### src/rtl/dmem_arbiter_pkg.sv
// Shared types and AHB-Lite encodings for the data-memory arbiter slice.
package srv_defs;

    typedef struct packed {
        logic [31:0] addr;
        logic [1:0]  size;
        logic        write;
        logic [31:0] wdata;
    } dmem_req_t;

    typedef enum logic {
        PORT0 = 1'b0,
        PORT1 = 1'b1
    } port_e;

    localparam logic [1:0] HTRANS_IDLE   = 2'b00;
    localparam logic [1:0] HTRANS_NONSEQ = 2'b10;
    localparam logic [2:0] HBURST_SINGLE = 3'b000;
    localparam logic [3:0] HPROT_DATA    = 4'b0011;

    // One-hot grant to port index; gnt is never 2'b11.
    function automatic port_e gnt_to_port(input logic [1:0] gnt);
        return gnt[1] ? PORT1 : PORT0;
    endfunction

endpackage

### src/rtl/dmem_arbiter_rr_arb2.sv
// Two-way arbiter: round-robin on contention, or port 0 always wins when FIXED_PRIO=1.
module rr_arb2
    import srv_defs::*;
#(
    parameter bit FIXED_PRIO = 1'b0
) (
    input  logic       clk,
    input  logic       rst,
    input  logic [1:0] req,
    input  logic       en,
    output logic [1:0] gnt
);

    port_e last_grant_q;

    always_comb begin
        gnt = '0;
        if (en) begin
            unique case (req)
                2'b01:   gnt = 2'b01;
                2'b10:   gnt = 2'b10;
                2'b11: begin
                    if (FIXED_PRIO)
                        gnt = 2'b01;
                    else
                        gnt = (last_grant_q == PORT0) ? 2'b10 : 2'b01;
                end
                default: gnt = '0;
            endcase
        end
    end

    // Reset to PORT1 so the first contention after reset goes to port 0.
    always_ff @(posedge clk) begin
        if (rst)
            last_grant_q <= PORT1;
        else if (|gnt)
            last_grant_q <= gnt_to_port(gnt);
    end

endmodule

### src/rtl/dmem_arbiter.sv
// Shares one AHB-Lite data-memory master port between two load/store requesters,
// pipelining address and data phases so back-to-back transfers run at full rate.
module dmem_arbiter
    import srv_defs::*;
#(
    parameter bit FIXED_PRIO = 1'b0
) (
    input  logic        clk,
    input  logic        rst,

    input  logic        req0_valid,
    input  logic [31:0] req0_addr,
    input  logic [1:0]  req0_size,
    input  logic        req0_write,
    input  logic [31:0] req0_wdata,
    output logic        req0_ready,
    output logic        resp0_valid,
    output logic [31:0] resp0_rdata,
    output logic        resp0_err,

    input  logic        req1_valid,
    input  logic [31:0] req1_addr,
    input  logic [1:0]  req1_size,
    input  logic        req1_write,
    input  logic [31:0] req1_wdata,
    output logic        req1_ready,
    output logic        resp1_valid,
    output logic [31:0] resp1_rdata,
    output logic        resp1_err,

    output logic [31:0] dmem_haddr,
    output logic [2:0]  dmem_hburst,
    output logic        dmem_hmastlock,
    output logic [3:0]  dmem_hprot,
    output logic [2:0]  dmem_hsize,
    output logic [1:0]  dmem_htrans,
    output logic [31:0] dmem_hwdata,
    output logic        dmem_hwrite,
    input  logic [31:0] dmem_hrdata,
    input  logic        dmem_hready,
    input  logic        dmem_hresp
);

    logic        a_valid_q;
    port_e       a_owner_q;
    dmem_req_t   a_req_q;

    logic        d_valid_q;
    port_e       d_owner_q;
    logic        d_write_q;
    logic [31:0] d_wdata_q;

    logic        a_free;
    logic [1:0]  gnt;
    dmem_req_t   req0, req1, sel_req;
    logic        done;

    assign req0 = '{addr: req0_addr, size: req0_size, write: req0_write, wdata: req0_wdata};
    assign req1 = '{addr: req1_addr, size: req1_size, write: req1_write, wdata: req1_wdata};
    assign sel_req = gnt[1] ? req1 : req0;

    assign a_free = !a_valid_q || dmem_hready;

    rr_arb2 #(
        .FIXED_PRIO(FIXED_PRIO)
    ) u_arb (
        .clk (clk),
        .rst (rst),
        .req ({req1_valid, req0_valid}),
        .en  (a_free && !rst),
        .gnt (gnt)
    );

    assign req0_ready = gnt[0];
    assign req1_ready = gnt[1];

    // Data fields carry no reset; the valid bits gate every use of them.
    always_ff @(posedge clk) begin
        if (rst) begin
            a_valid_q <= 1'b0;
            d_valid_q <= 1'b0;
        end else begin
            if (dmem_hready) begin
                d_valid_q <= a_valid_q;
                d_owner_q <= a_owner_q;
                d_write_q <= a_req_q.write;
                d_wdata_q <= a_req_q.wdata;
            end
            if (a_free) begin
                a_valid_q <= |gnt;
                if (|gnt) begin
                    a_owner_q <= gnt_to_port(gnt);
                    a_req_q   <= sel_req;
                end
            end
        end
    end

    assign dmem_htrans    = (a_valid_q && !rst) ? HTRANS_NONSEQ : HTRANS_IDLE;
    assign dmem_haddr     = a_req_q.addr;
    assign dmem_hsize     = {1'b0, a_req_q.size};
    assign dmem_hwrite    = a_req_q.write;
    assign dmem_hwdata    = d_wdata_q;
    assign dmem_hburst    = HBURST_SINGLE;
    assign dmem_hmastlock = 1'b0;
    assign dmem_hprot     = HPROT_DATA;

    // The first ERROR cycle has hready low, so it naturally behaves as a wait state.
    assign done = d_valid_q && dmem_hready && !rst;

    assign resp0_valid = done && (d_owner_q == PORT0);
    assign resp1_valid = done && (d_owner_q == PORT1);
    assign resp0_err   = resp0_valid && dmem_hresp;
    assign resp1_err   = resp1_valid && dmem_hresp;
    assign resp0_rdata = d_write_q ? '0 : dmem_hrdata;
    assign resp1_rdata = d_write_q ? '0 : dmem_hrdata;

endmodule

### config.mk
export PLATFORM = sky130hd
export DESIGN_NAME = dmem_arbiter
export DESIGN_NICKNAME = d
export VERILOG_FILES = /design/src/rtl/dmem_arbiter_pkg.sv /design/src/rtl/dmem_arbiter_rr_arb2.sv /design/src/rtl/dmem_arbiter.sv
export SDC_FILE = /design/constraint.sdc
export NUM_CORES = 1
export LEC_CHECK = 0
export ABC_AREA = 1
export ABC_CLOCK_PERIOD_IN_PS = 5810
export CORE_AREA = 2 2 126 128
export CTS_CLUSTER_DIAMETER = 30
export DETAILED_ROUTE_END_ITERATION = 12
export DIE_AREA = 0 0 128 130
export DONT_BUFFER_PORTS = 1
export PLACE_DENSITY = 0.42
export RECOVER_POWER = 100
export SETUP_SLACK_MARGIN = 0.5
export SLEW_MARGIN = 20
export SYNTH_ARGS = -nofsm -noshare
export SYNTH_HDL_FRONTEND = slang
export SYNTH_SLANG_ARGS = --single-unit
### constraint.sdc
create_clock -name clk -period 5.81 [get_ports clk]
set_input_delay 1.162 -clock clk [delete_from_list [all_inputs] [get_ports clk]]
set_output_delay 1.162 -clock clk [all_outputs]
set_load 0.02 [all_outputs]
# Yosys cells after proc, flatten, opt, wreduce, memory -nomap -nowiden
# Cells that the tools add are included.
[word_totals] input_bits=172 regBits=105
[classes] bitwise_logic=2 muxes=7 n_reduce_logical=14 n_eq_ne=3
[ops] op="$mux 67" n=1
[ops] op="$mux 32" n=1
[ops] op="$logic_and 1x1->1" n=8
[ops] op="$mux 2" n=3
[ops] op="$pmux 2 s3" n=1
[ops] op="$eq 2x2->1 const B" n=2
[ops] op="$reduce_and 3->1" n=1
[ops] op="$eq 2x1->1 const B" n=1
[ops] op="$logic_not 1->1" n=2
[ops] op="$not 1->1" n=2
[ops] op="$reduce_and 2->1" n=1
[ops] op="$reduce_or 2->1" n=1
[ops] op="$logic_or 1x1->1" n=1
[ops] op="$mux 1" n=1

# Logic depth before layout (Yosys ltp)
# Gate-level depths: netlist of run 1.
[logic_depth] depth_word=6 ltp_mapped=8

# By module
# Synthesis of run 1 repeated with hierarchy kept, for this count alone.
[hier_totals] cells_unflattened=500 hier_area_um2=5062.4
[by_module_without_submodules] mod="dmem_arbiter" seq_area_each_um2=3103.0 area_per_inst_um2=4991.0 n_inst=1 cells_each=488
[by_module_without_submodules] mod="rr_arb2" seq_area_each_um2=20.0 area_per_inst_um2=71.3 n_inst=1 cells_each=12

# Worst setup path after synthesis of run 1
# No wires, ideal clock.
[synth_timing] kind="input to register" start="input port dmem_hready" end="register a_owner_q (enable)" setup_time_ns=0.517 stages=4 t_arrival_ns=4.659 path_slack_ns=0.635 n_path_buf=0 t_required_ns=5.293 path_cell_list="inv_2 > nand2_4 > nand2_2 > a21oi_1"
[synth_between] elab_chain_len=5
[synth_lines] item="start: declaration" line="dmem_arbiter.sv:40" rtl="input logic dmem_hready,"
[synth_lines] item="$logic_or 1x1->1 *" line="dmem_arbiter.sv:62" rtl="assign a_free = !a_valid_q || dmem_hready;"
[synth_lines] item="$logic_and 1x1->1" line="dmem_arbiter.sv:70" rtl=".en (a_free && !rst),"
[synth_lines] item="$mux 2" line="dmem_arbiter_rr_arb2.sv:18" rtl="if (en) begin"
[synth_lines] item="$reduce_or 2->1" line="dmem_arbiter.sv:91" rtl="if (|gnt) begin"
[synth_lines] item="$reduce_and 3->1 (no line) *"
[synth_lines] item="end signal: assignment" line="dmem_arbiter.sv:92" rtl="a_owner_q <= gnt_to_port(gnt);"
[synth_lines] item="end: declaration" line="dmem_arbiter.sv:45" rtl="port_e a_owner_q;"
# Every way passes the cells marked *; elsewhere a longest branch is shown, timed or not.
# A chain may end at the register's enable or synchronous reset.

==> results of run 1 <==
-- sequential cells by signal (all words and copies together) (netlist names) --
| signal | cells |
|---|---|
| dmem_hsize | 2 |
| a_valid_q | 1 |
| d_owner_q | 1 |
| dmem_hwrite | 1 |
| dmem_hwdata | 32 |
| a_owner_q | 1 |
| d_write_q | 1 |
| d_valid_q | 1 |
| u_arb.last_grant_q | 1 |
| a_req_q | 32 |
| dmem_haddr | 32 |
-- worst paths after layout --
check	startpoint	to	slack, ns
worst max register to register	a_valid_q	dmem_hsize[1]	2.04
worst max-delay path	dmem_hready	dmem_hsize[1]	1.50
worst min register to register	a_req_q[8]	dmem_hwdata[8]	0.42
worst min-delay path	a_req_q[8]	dmem_hwdata[8]	0.42
-- cells in the mapped netlist --
cell      instances  share of area, %
conb_1            2              0.15
inv_1            37               2.8
nor3_1            3              0.30
nand2_2           1              0.13
inv_2             2              0.15
edfxtp_1        102                62
a31oi_1           1              0.13
o21ai_0           2              0.20
buf_2             7              0.71
buf_6             3              0.68
nor2_1           37               2.8
nand2_1         205                16
nor2_4            1              0.23
buf_4            78                12
nand2_4           1              0.23
dfxtp_1           3               1.2
nand4_2           1              0.25
a21oi_1           4              0.40
clkbuf_1          5              0.38
-- worst max-delay path, delay by kind of cell --
kind	cells	cell delay, ns
simple gates	5	1.26
buf+inv	2	2.07
-- cell type report --
| cell class | instances | area (um2) | share of cell area (%) |
|---|---|---|---|
| Sequential cell | 105 | 3123 | 63.98 |
| Inverter | 39 | 146.4 | 2.999 |
| Multi-Input combinational cell | 266 | 1056 | 21.64 |
| Clock buffer | 9 | 225.2 | 4.614 |
| Tap cell | 192 | 240.2 | 4.922 |
| Clock inverter | 7 | 73.82 | 1.512 |
| Timing Repair Buffer | 3 | 16.27 | 0.3332 |
-- per-stage QoR --
step | cell area, um2 | utilization, % | instances
after floorplan | 4981 | - | 503
after global placement | 4598 | 29.81 | 605
after detailed placement | 4598 | 29.81 | 605
after CTS | 4897 | 31.75 | 621
after global routing | 4881 | 31.64 | 621
final | 4881 | 31.64 | 621
-- where the power goes --
group | switching, W | internal (W) | total [W]
clock | 0.000282 | 0.000338 | 0.000620
sequential | 0.0000502 | 0.000891 | 0.000941
combinational | 0.000104 | 0.0000266 | 0.000130
total | 0.000436 | 0.00126 | 0.00169
-- per-layer routing --
metal	wire length, um	part of all wire [%]	vias to the layer above
li1	-	-	1328
met4	252	2.5	0
met5	0	0	-
met1	3447	35	1219
met3	1098	11	23
met2	5105	52	186
-- logic make-up after synthesis --
family          count (synthesis)
simple gates                  249
buf+inv                       132
flops                         105
compound gates                  7
other cells                     2
==> impl_metrics.tcl, run 1 <==
set metrics [dict create \
    synthAdderAreaFrac_pct 0 \
    violations "capacitance limit, slew limit" \
    use_met3_pct 5.494 \
    row_count 46 \
    cts-root-buf "clkbuf_16" \
    synthCells 495 \
    start_util_pct 32.10 \
    slew_headroom_pct -87.14 \
    muxShareOfSynthArea_pct 0 \
    cts_tree "built" \
    ys_types 19 \
    hold_path_class "flop to flop" \
    vias 2756 \
    cts_buffer_depth 2 \
    power.leakage_nw 2.068 \
    syn-cell-area_um2 4951 \
    grt_use_total_pct 11.16 \
    worst_slack_ns 1.499 \
    synthXorXnorAreaFrac_pct 0 \
    antenna_left 0 \
    cp.arrival_ns 4.51 \
    postCtsSetupBuffers 0 \
    drc 0 \
    drt-initial-drc-count 118 \
    syn_avg_cell_area_um2 10.00 \
    portBuffers 0 \
    dieArea_um2 16640 \
    cp_max_fo 68 \
    holdWs_ns 0.4156 \
    setup_tns_ns 0 \
    power.density_nw_per_um2 346.6 \
    drv_slew 138 \
    wl_per_cell_um 15.95 \
    finalClockSkew_ns 0.01007 \
    synth-seq-area-share_pct 63.08 \
    cp-end-kind "flop" \
    drive_above_1_share_pct 4.662 \
    worstMarginPinSlew_ns 2.807 \
    yosys_warnings 0 \
    synthToLayoutAreaGrowth_pct -1.415 \
    hold_depth 0 \
    worst_path_most_repeated_cell "nand2_1" \
    period_needed_ns 4.311 \
    cts_resized 0 \
    start_kind "input pin" \
    power_w 0.001692 \
    numCtsBuffers 9 \
    setup_viol_count_final 0 \
    dieWidth_um 128 \
    htreeDepth 3 \
    dr.pass1.iters 4 \
    die_h_um 130 \
    peakVddDrop_v 0.0001253 \
    r2r_cells 6 \
    finalHoldViolCount 0 \
    dpl_worst_slack_ns 2.206 \
    cap_violations 2 \
    grt_remaining_overflow 0 \
    clkSinkCount 105 \
    grt_pass1_vias 2510 \
    clk_pin_slew_ns 0.08 \
    busiest_layer "met2" \
    slowest_stage "clkbuf_1" \
    antenna_cells 0 \
    grt_max_degree 69 \
    met2_usage_pct 19.66 \
    grt_pass1_wl_mm 13.32 \
    clk_latency_ns 0.35 \
    hpwlAfterDp_mm 7.160 \
    fmax_mhz 232.0 \
    core_um2 15420 \
    finalCritPeriodShare_pct 74.20 \
    synth_seq_cells 105 \
    path_cells "inv_1, nand2_1, nand2_1, nor2_4, clkbuf_1, nand2_1, nand2_1" \
    crit_type "input pin to flop" \
    status "complete, but fails checks" \
    synth_compound_area_share_pct 0.7329 \
    antenna_found_initial 0 \
    use_met1_pct 10.71 \
    layout.cells.most_common "nand2_1" \
    viasPerCell 4.438 \
    rsz0062_at_grt "false" \
    drt-total-wl_mm 9.904 \
    required_ns 6.01 \
    synth_top_family_by_area "simple AND/OR/NAND/NOR gates" \
    synth-simple-area-share_pct 19.48 \
    gp_congestion 0.6793 \
    cts-hold-fix-buffers 0 \
    slowest_delay_ns 2.02 \
    fin_nets 596 \
    final_cell_mix "207 x nand2_1, 102 x edfxtp_1, 39 x inv_1" \
    num_io_pins 320 \
    nFillCells 1559 \
]
No activity file was read; power rests on OpenSTA's default activity.
==> inputs of run 2 (changes only) <==
--- a/config.mk
+++ b/config.mk
@@ -6,7 +6,7 @@
 export NUM_CORES = 1
 export LEC_CHECK = 0
 export ABC_AREA = 1
-export ABC_CLOCK_PERIOD_IN_PS = 5810
+export ABC_CLOCK_PERIOD_IN_PS = 4000
 export CORE_AREA = 2 2 126 128
 export CTS_CLUSTER_DIAMETER = 30
 export DETAILED_ROUTE_END_ITERATION = 12
==> constraint.sdc (replaced) <==
create_clock -name clk -period 4 [get_ports clk]
set_input_delay 0.8 -clock clk [delete_from_list [all_inputs] [get_ports clk]]
set_output_delay 0.8 -clock clk [all_outputs]
set_load 0.02 [all_outputs]
==> run 2 against run 1 <==
The flow still finishes with violations (capacitance limit, slew limit). Clock power rose by 39%. Utilization is 0.057 points lower. Total power grew 43%. Largest power group unchanged. Highest routed layer unchanged.
==> impl_metrics.tcl, run 2 (synthesis gave the netlist of run 1 again) <==
set metrics [dict create \
    status "complete, but fails checks" \
    violations "capacitance limit, slew limit" \
    combPwrFrac_pct 7.9 \
    final_core_util_pct 31.59 \
    drc 0 \
    htreeDepth 3 \
    setup_tns_ns 0 \
    grt_pass1_vias 2516 \
    synthToLayoutAreaGrowth_pct -1.592 \
    nFillCells 1589 \
    required_ns 3.20 \
    clk_pin_slew_ns 0.07 \
    layout.cells.most_common "nand2_1" \
    cp_max_fo 40 \
    fin_nets 598 \
    start_util_pct 32.10 \
    power_w 0.002418 \
    final_cell_mix "207 x nand2_1, 102 x edfxtp_1, 39 x inv_1" \
    finalCritPeriodShare_pct 81.47 \
    drt-total-wl_mm 11.02 \
    power.leakage_nw 2.062 \
    drive_above_1_share_pct 5.104 \
    final-seq-area_um2 3123 \
    start_kind "input pin" \
    vias 2820 \
    antenna_found_initial 0 \
    crit_path_start "dmem_hready" \
    slowest_stage "nor2_2" \
    antenna_left 0 \
    critPathTopFamily "simple AND/OR/NAND/NOR gates" \
    setup_viol_count_final 0 \
    numCtsBuffers 9 \
    rsz0062_at_grt "false" \
    clkSinkCount 105 \
    min-delay-start "a_req_q[31]" \
    drv_slew 75 \
    slew_headroom_pct -32.98 \
    worst_path_most_repeated_cell "nand2_1" \
    portBuffers 0 \
    cts-root-buf "clkbuf_16" \
    cap_violations 2 \
    period_needed_ns 3.259 \
    drt-initial-drc-count 142 \
    p_clk_share_pct 35.6 \
    finalClockSkew_ns 0.01266 \
    viasPerCell 4.526 \
    cts_tree "built" \
    grt_max_degree 68 \
    postCtsSetupBuffers 0 \
    fmax_mhz 306.9 \
    core_um2 15420 \
    cts-hold-fix-buffers 0 \
    gp_congestion 0.7459 \
    r2r-start "a_valid_q" \
    dr.pass1.iters 4 \
    seq_power_share_pct 56.5 \
    slowest_delay_ns 1.27 \
    dieWidth_um 128 \
    cts_buffer_depth 2 \
    power.density_nw_per_um2 496.3 \
    holdWs_ns 0.4195 \
    cp-end-kind "output pin" \
    peakVddDrop_v 0.0001947 \
    crit_type "input pin to output pin" \
    p_int_w 0.001764 \
    crit_buf_inv 1 \
    regToRegSetupSlack_ns 1.22 \
    grt_remaining_overflow 0 \
    hold_path_class "flop to flop" \
    grt_use_total_pct 12.37 \
    cts_resized 0 \
    row_count 46 \
    grt_pass1_wl_mm 14.66 \
    switching_share_pct 27.05 \
    hpwlAfterDp_mm 8.017 \
    finalNonFillerCells 623 \
    finalHoldViolCount 0 \
    path_cells "inv_1, nand2_1, nand2_1, nor2_2" \
    num_io_pins 320 \
    worstMarginPinSlew_ns 1.995 \
    dieArea_um2 16640 \
    cp.arrival_ns 2.46 \
    multiInputGateArea_um2 1051 \
    die_h_um 130 \
    placedCellCount 607 \
    power.switching_w 0.0006541 \
    clk_latency_ns 0.35 \
    antenna_cells 0 \
    wl_per_cell_um 17.68 \
]
==> run 2: area by class of cell <==
type / count / share of cell area (%)
sequential: 105 / 64.10
multi-input combinational: 266 / 21.57
tap: 192 / 4.931
clock buffer: 9 / 4.622
inverter: 39 / 3.005
clock inverter: 7 / 1.284
timing repair buffer: 5 / 0.4879
==> run 2: power by group through the flow <==
stage	registers, W	clock network (W)	logic (W)
global placement	0.00139	0	0.000197
global route	0.00138	0.000930	0.000216
detailed placement	0.00139	0	0.000201
floorplan	0.00135	0	0.000248
CTS	0.00137	0.000899	0.000200
finish	0.00137	0.000861	0.000190
==> run 2: path summary, 6_finish.rpt <==
path,depth (start not counted),end
setup / recovery,4,req1_ready
hold / removal,0,dmem_hwdata[31]
setup reg to reg,6,a_req_q[31]
hold reg to reg,0,dmem_hwdata[31]
==> run 2: metal layers <==
| metal | vias up | global-route usage [%] | routed length [um] |
|---|---|---|---|
| met1 | 1275 | 12.70 | 4008 |
| met3 | 12 | 6.068 | 1258 |
| met2 | 202 | 21.67 | 5567 |
| met4 | 0 | 5.107 | 182 |
| li1 | 1331 | - | - |
| met5 | - | 0 | 0 |
==> run 2: metrics by stage <==
| stage | worst slack (ns) | instance area [um2] |
|---|---|---|
| floorplan | 0.6898 | 4987 |
| global placement | 1.427 | 4626 |
| detailed placement | 1.396 | 4626 |
| CTS | 1.078 | 4913 |
| global route | 0.5597 | 4872 |
| finish | 0.7411 | 4872 |
==> inputs of run 3 (changes only) <==
--- a/config.mk
+++ b/config.mk
@@ -6,7 +6,7 @@
 export NUM_CORES = 1
 export LEC_CHECK = 0
 export ABC_AREA = 1
-export ABC_CLOCK_PERIOD_IN_PS = 4000
+export ABC_CLOCK_PERIOD_IN_PS = 3100
 export CORE_AREA = 2 2 126 128
 export CTS_CLUSTER_DIAMETER = 30
 export DETAILED_ROUTE_END_ITERATION = 12
==> constraint.sdc (replaced) <==
create_clock -name clk -period 3.1 [get_ports clk]
set_input_delay 0.62 -clock clk [delete_from_list [all_inputs] [get_ports clk]]
set_output_delay 0.62 -clock clk [all_outputs]
set_load 0.02 [all_outputs]
==> run 3 against run 2 <==
The run still ends with capacitance limit, slew limit left. Worst hold slack got worse by 0.088 ns. Routed wire length decreased by 3.2%. Clock-buffer cell count rose by 2.
==> impl_metrics.tcl, run 3 (synthesis gave the netlist of run 1 again) <==
set metrics [dict create \
    clk_pin_slew_ns 0.08 \
    crit_type "flop to output pin" \
    drive_above_1_share_pct 4.545 \
    cp-end-kind "output pin" \
    layout.cells.most_common "nand2_1" \
    portBuffers 0 \
    finalCritPeriodShare_pct 85.73 \
    antenna_cells 0 \
    grt_remaining_overflow 0 \
    die_h_um 130 \
    grt_use_total_pct 12.23 \
    grt_pass1_vias 2462 \
    htreeDepth 3 \
    regToRegSetupSlack_ns 0.65 \
    hold_end "a_valid_q" \
    cp.arrival_ns 2.04 \
    met2_usage_pct 20.29 \
    cap_violations 2 \
    dpl_cell_area_um2 4673 \
    num_io_pins 320 \
    power.density_nw_per_um2 636.7 \
    clkSinkCount 105 \
    viasPerCell 4.465 \
    use_met1_pct 12.73 \
    hpwlAfterDp_mm 7.863 \
    slew_headroom_pct -32.55 \
    peakVddDrop_v 0.0002362 \
    r2r_cells 4 \
    wl_per_cell_um 16.87 \
    setup_tns_ns 0 \
    cts-root-buf "clkbuf_16" \
    drt-initial-drc-count 155 \
    final_core_util_pct 31.58 \
    gp_congestion 0.6871 \
    drc 0 \
    finalClockSkew_ns 0.01174 \
    min-delay-start "rst" \
    synthToLayoutAreaGrowth_pct -1.617 \
    final_area_um2 4871 \
    hold_path_class "input pin to flop" \
    drt-total-wl_mm 10.66 \
    start_util_pct 32.10 \
    slowest_stage "edfxtp_1" \
    antenna_found_initial 0 \
    period_needed_ns 2.658 \
    required_ns 2.48 \
    crit_buf_inv 2 \
    grt_pass1_wl_mm 14.48 \
    use_met3_pct 6.888 \
    busiest_layer "met2" \
    dr.pass1.iters 4 \
    fin_nets 607 \
    setup_viol_count_final 0 \
    final_cell_mix "207 x nand2_1, 102 x edfxtp_1, 38 x inv_1, 38 x nor2_1, 12 x clkbuf_1" \
    cp_max_fo 17 \
    dieWidth_um 128 \
    core_um2 15420 \
    antenna_left 0 \
    fmax_mhz 376.3 \
    worst_path_most_repeated_cell "clkbuf_1" \
    critPathTopFamily "buffers and inverters" \
    power.leakage_nw 2.078 \
    drv_slew 103 \
    hold_depth 1 \
    clk_latency_ns 0.35 \
    start_kind "flop" \
    cts_tree "built" \
    worstMarginPinSlew_ns 1.988 \
    violations "capacitance limit, slew limit" \
    r2r-start "a_valid_q" \
    cts-hold-fix-buffers 0 \
    rr_endpoint "a_req_q[7]" \
    grt_max_degree 68 \
    numCtsBuffers 9 \
    status "complete, but fails checks" \
    rsz0062_at_grt "false" \
    dieArea_um2 16640 \
    path_cells "clkbuf_1, nor2_1, clkbuf_1" \
    finalHoldViolCount 0 \
    row_count 46 \
    slowest_delay_ns 0.60 \
    vias 2822 \
    holdWs_ns 0.3319 \
    cts_buffer_depth 2 \
]
[run 3: final cells by class]
cell class,instances,area [um2]
Fill cell,1597,10550
Sequential cell,105,3123
Multi-Input combinational cell,266,1021
Tap cell,192,240.2
Clock buffer,11,232.7
Inverter,39,146.4
Timing Repair Buffer,14,57.56
Clock inverter,5,50.05
[run 3: metal layers]
metal,part of all wire (%),routed length (um),up-vias
met5,0,0,-
met4,2.0,218,0
met3,12,1314,16
met2,50,5287,198
met1,36,3838,1264
li1,-,-,1344
[run 3: worst max path at each step]
stage / startpoint / end / depth (start not counted)
after floorplan: dmem_hready / resp0_err / 4
after global placement: d_write_q / resp0_rdata[4] / 2
after detailed placement: d_write_q / resp0_rdata[4] / 2
after CTS: d_write_q / resp0_rdata[4] / 2
after global routing: d_write_q / resp1_rdata[2] / 3
final: d_write_q / resp1_rdata[2] / 3
[run 3: through the flow]
| stage | power [W] | setup slack, ns | instances |
|---|---|---|---|
| 6_report | 0.003101 | 0.4425 | 632 |
| 5_1_grt | 0.003255 | 0.2760 | 632 |
| 2_1_floorplan | 0.002059 | 0.5662 | 503 |
| 3_3_place_gp | 0.002051 | 0.9659 | 615 |
| 4_1_cts | 0.003165 | 0.5371 | 631 |
| 3_5_place_dp | 0.002054 | 0.9084 | 615 |
[run 3: power by group]
| part | switching, W | internal (W) | total, W | leakage [nW] |
|---|---|---|---|---|
| registers | 0.0000937 | 0.00167 | 0.00176 | 0.991 |
| clock network | 0.000531 | 0.000563 | 0.00109 | 0.139 |
| logic | 0.000197 | 0.0000484 | 0.000245 | 0.948 |
[run 3: timing repair]
item,4_1_cts,5_1_grt
resized for setup,0,0
endpoints found under the setup margin,0,13
buffers inserted,0,1
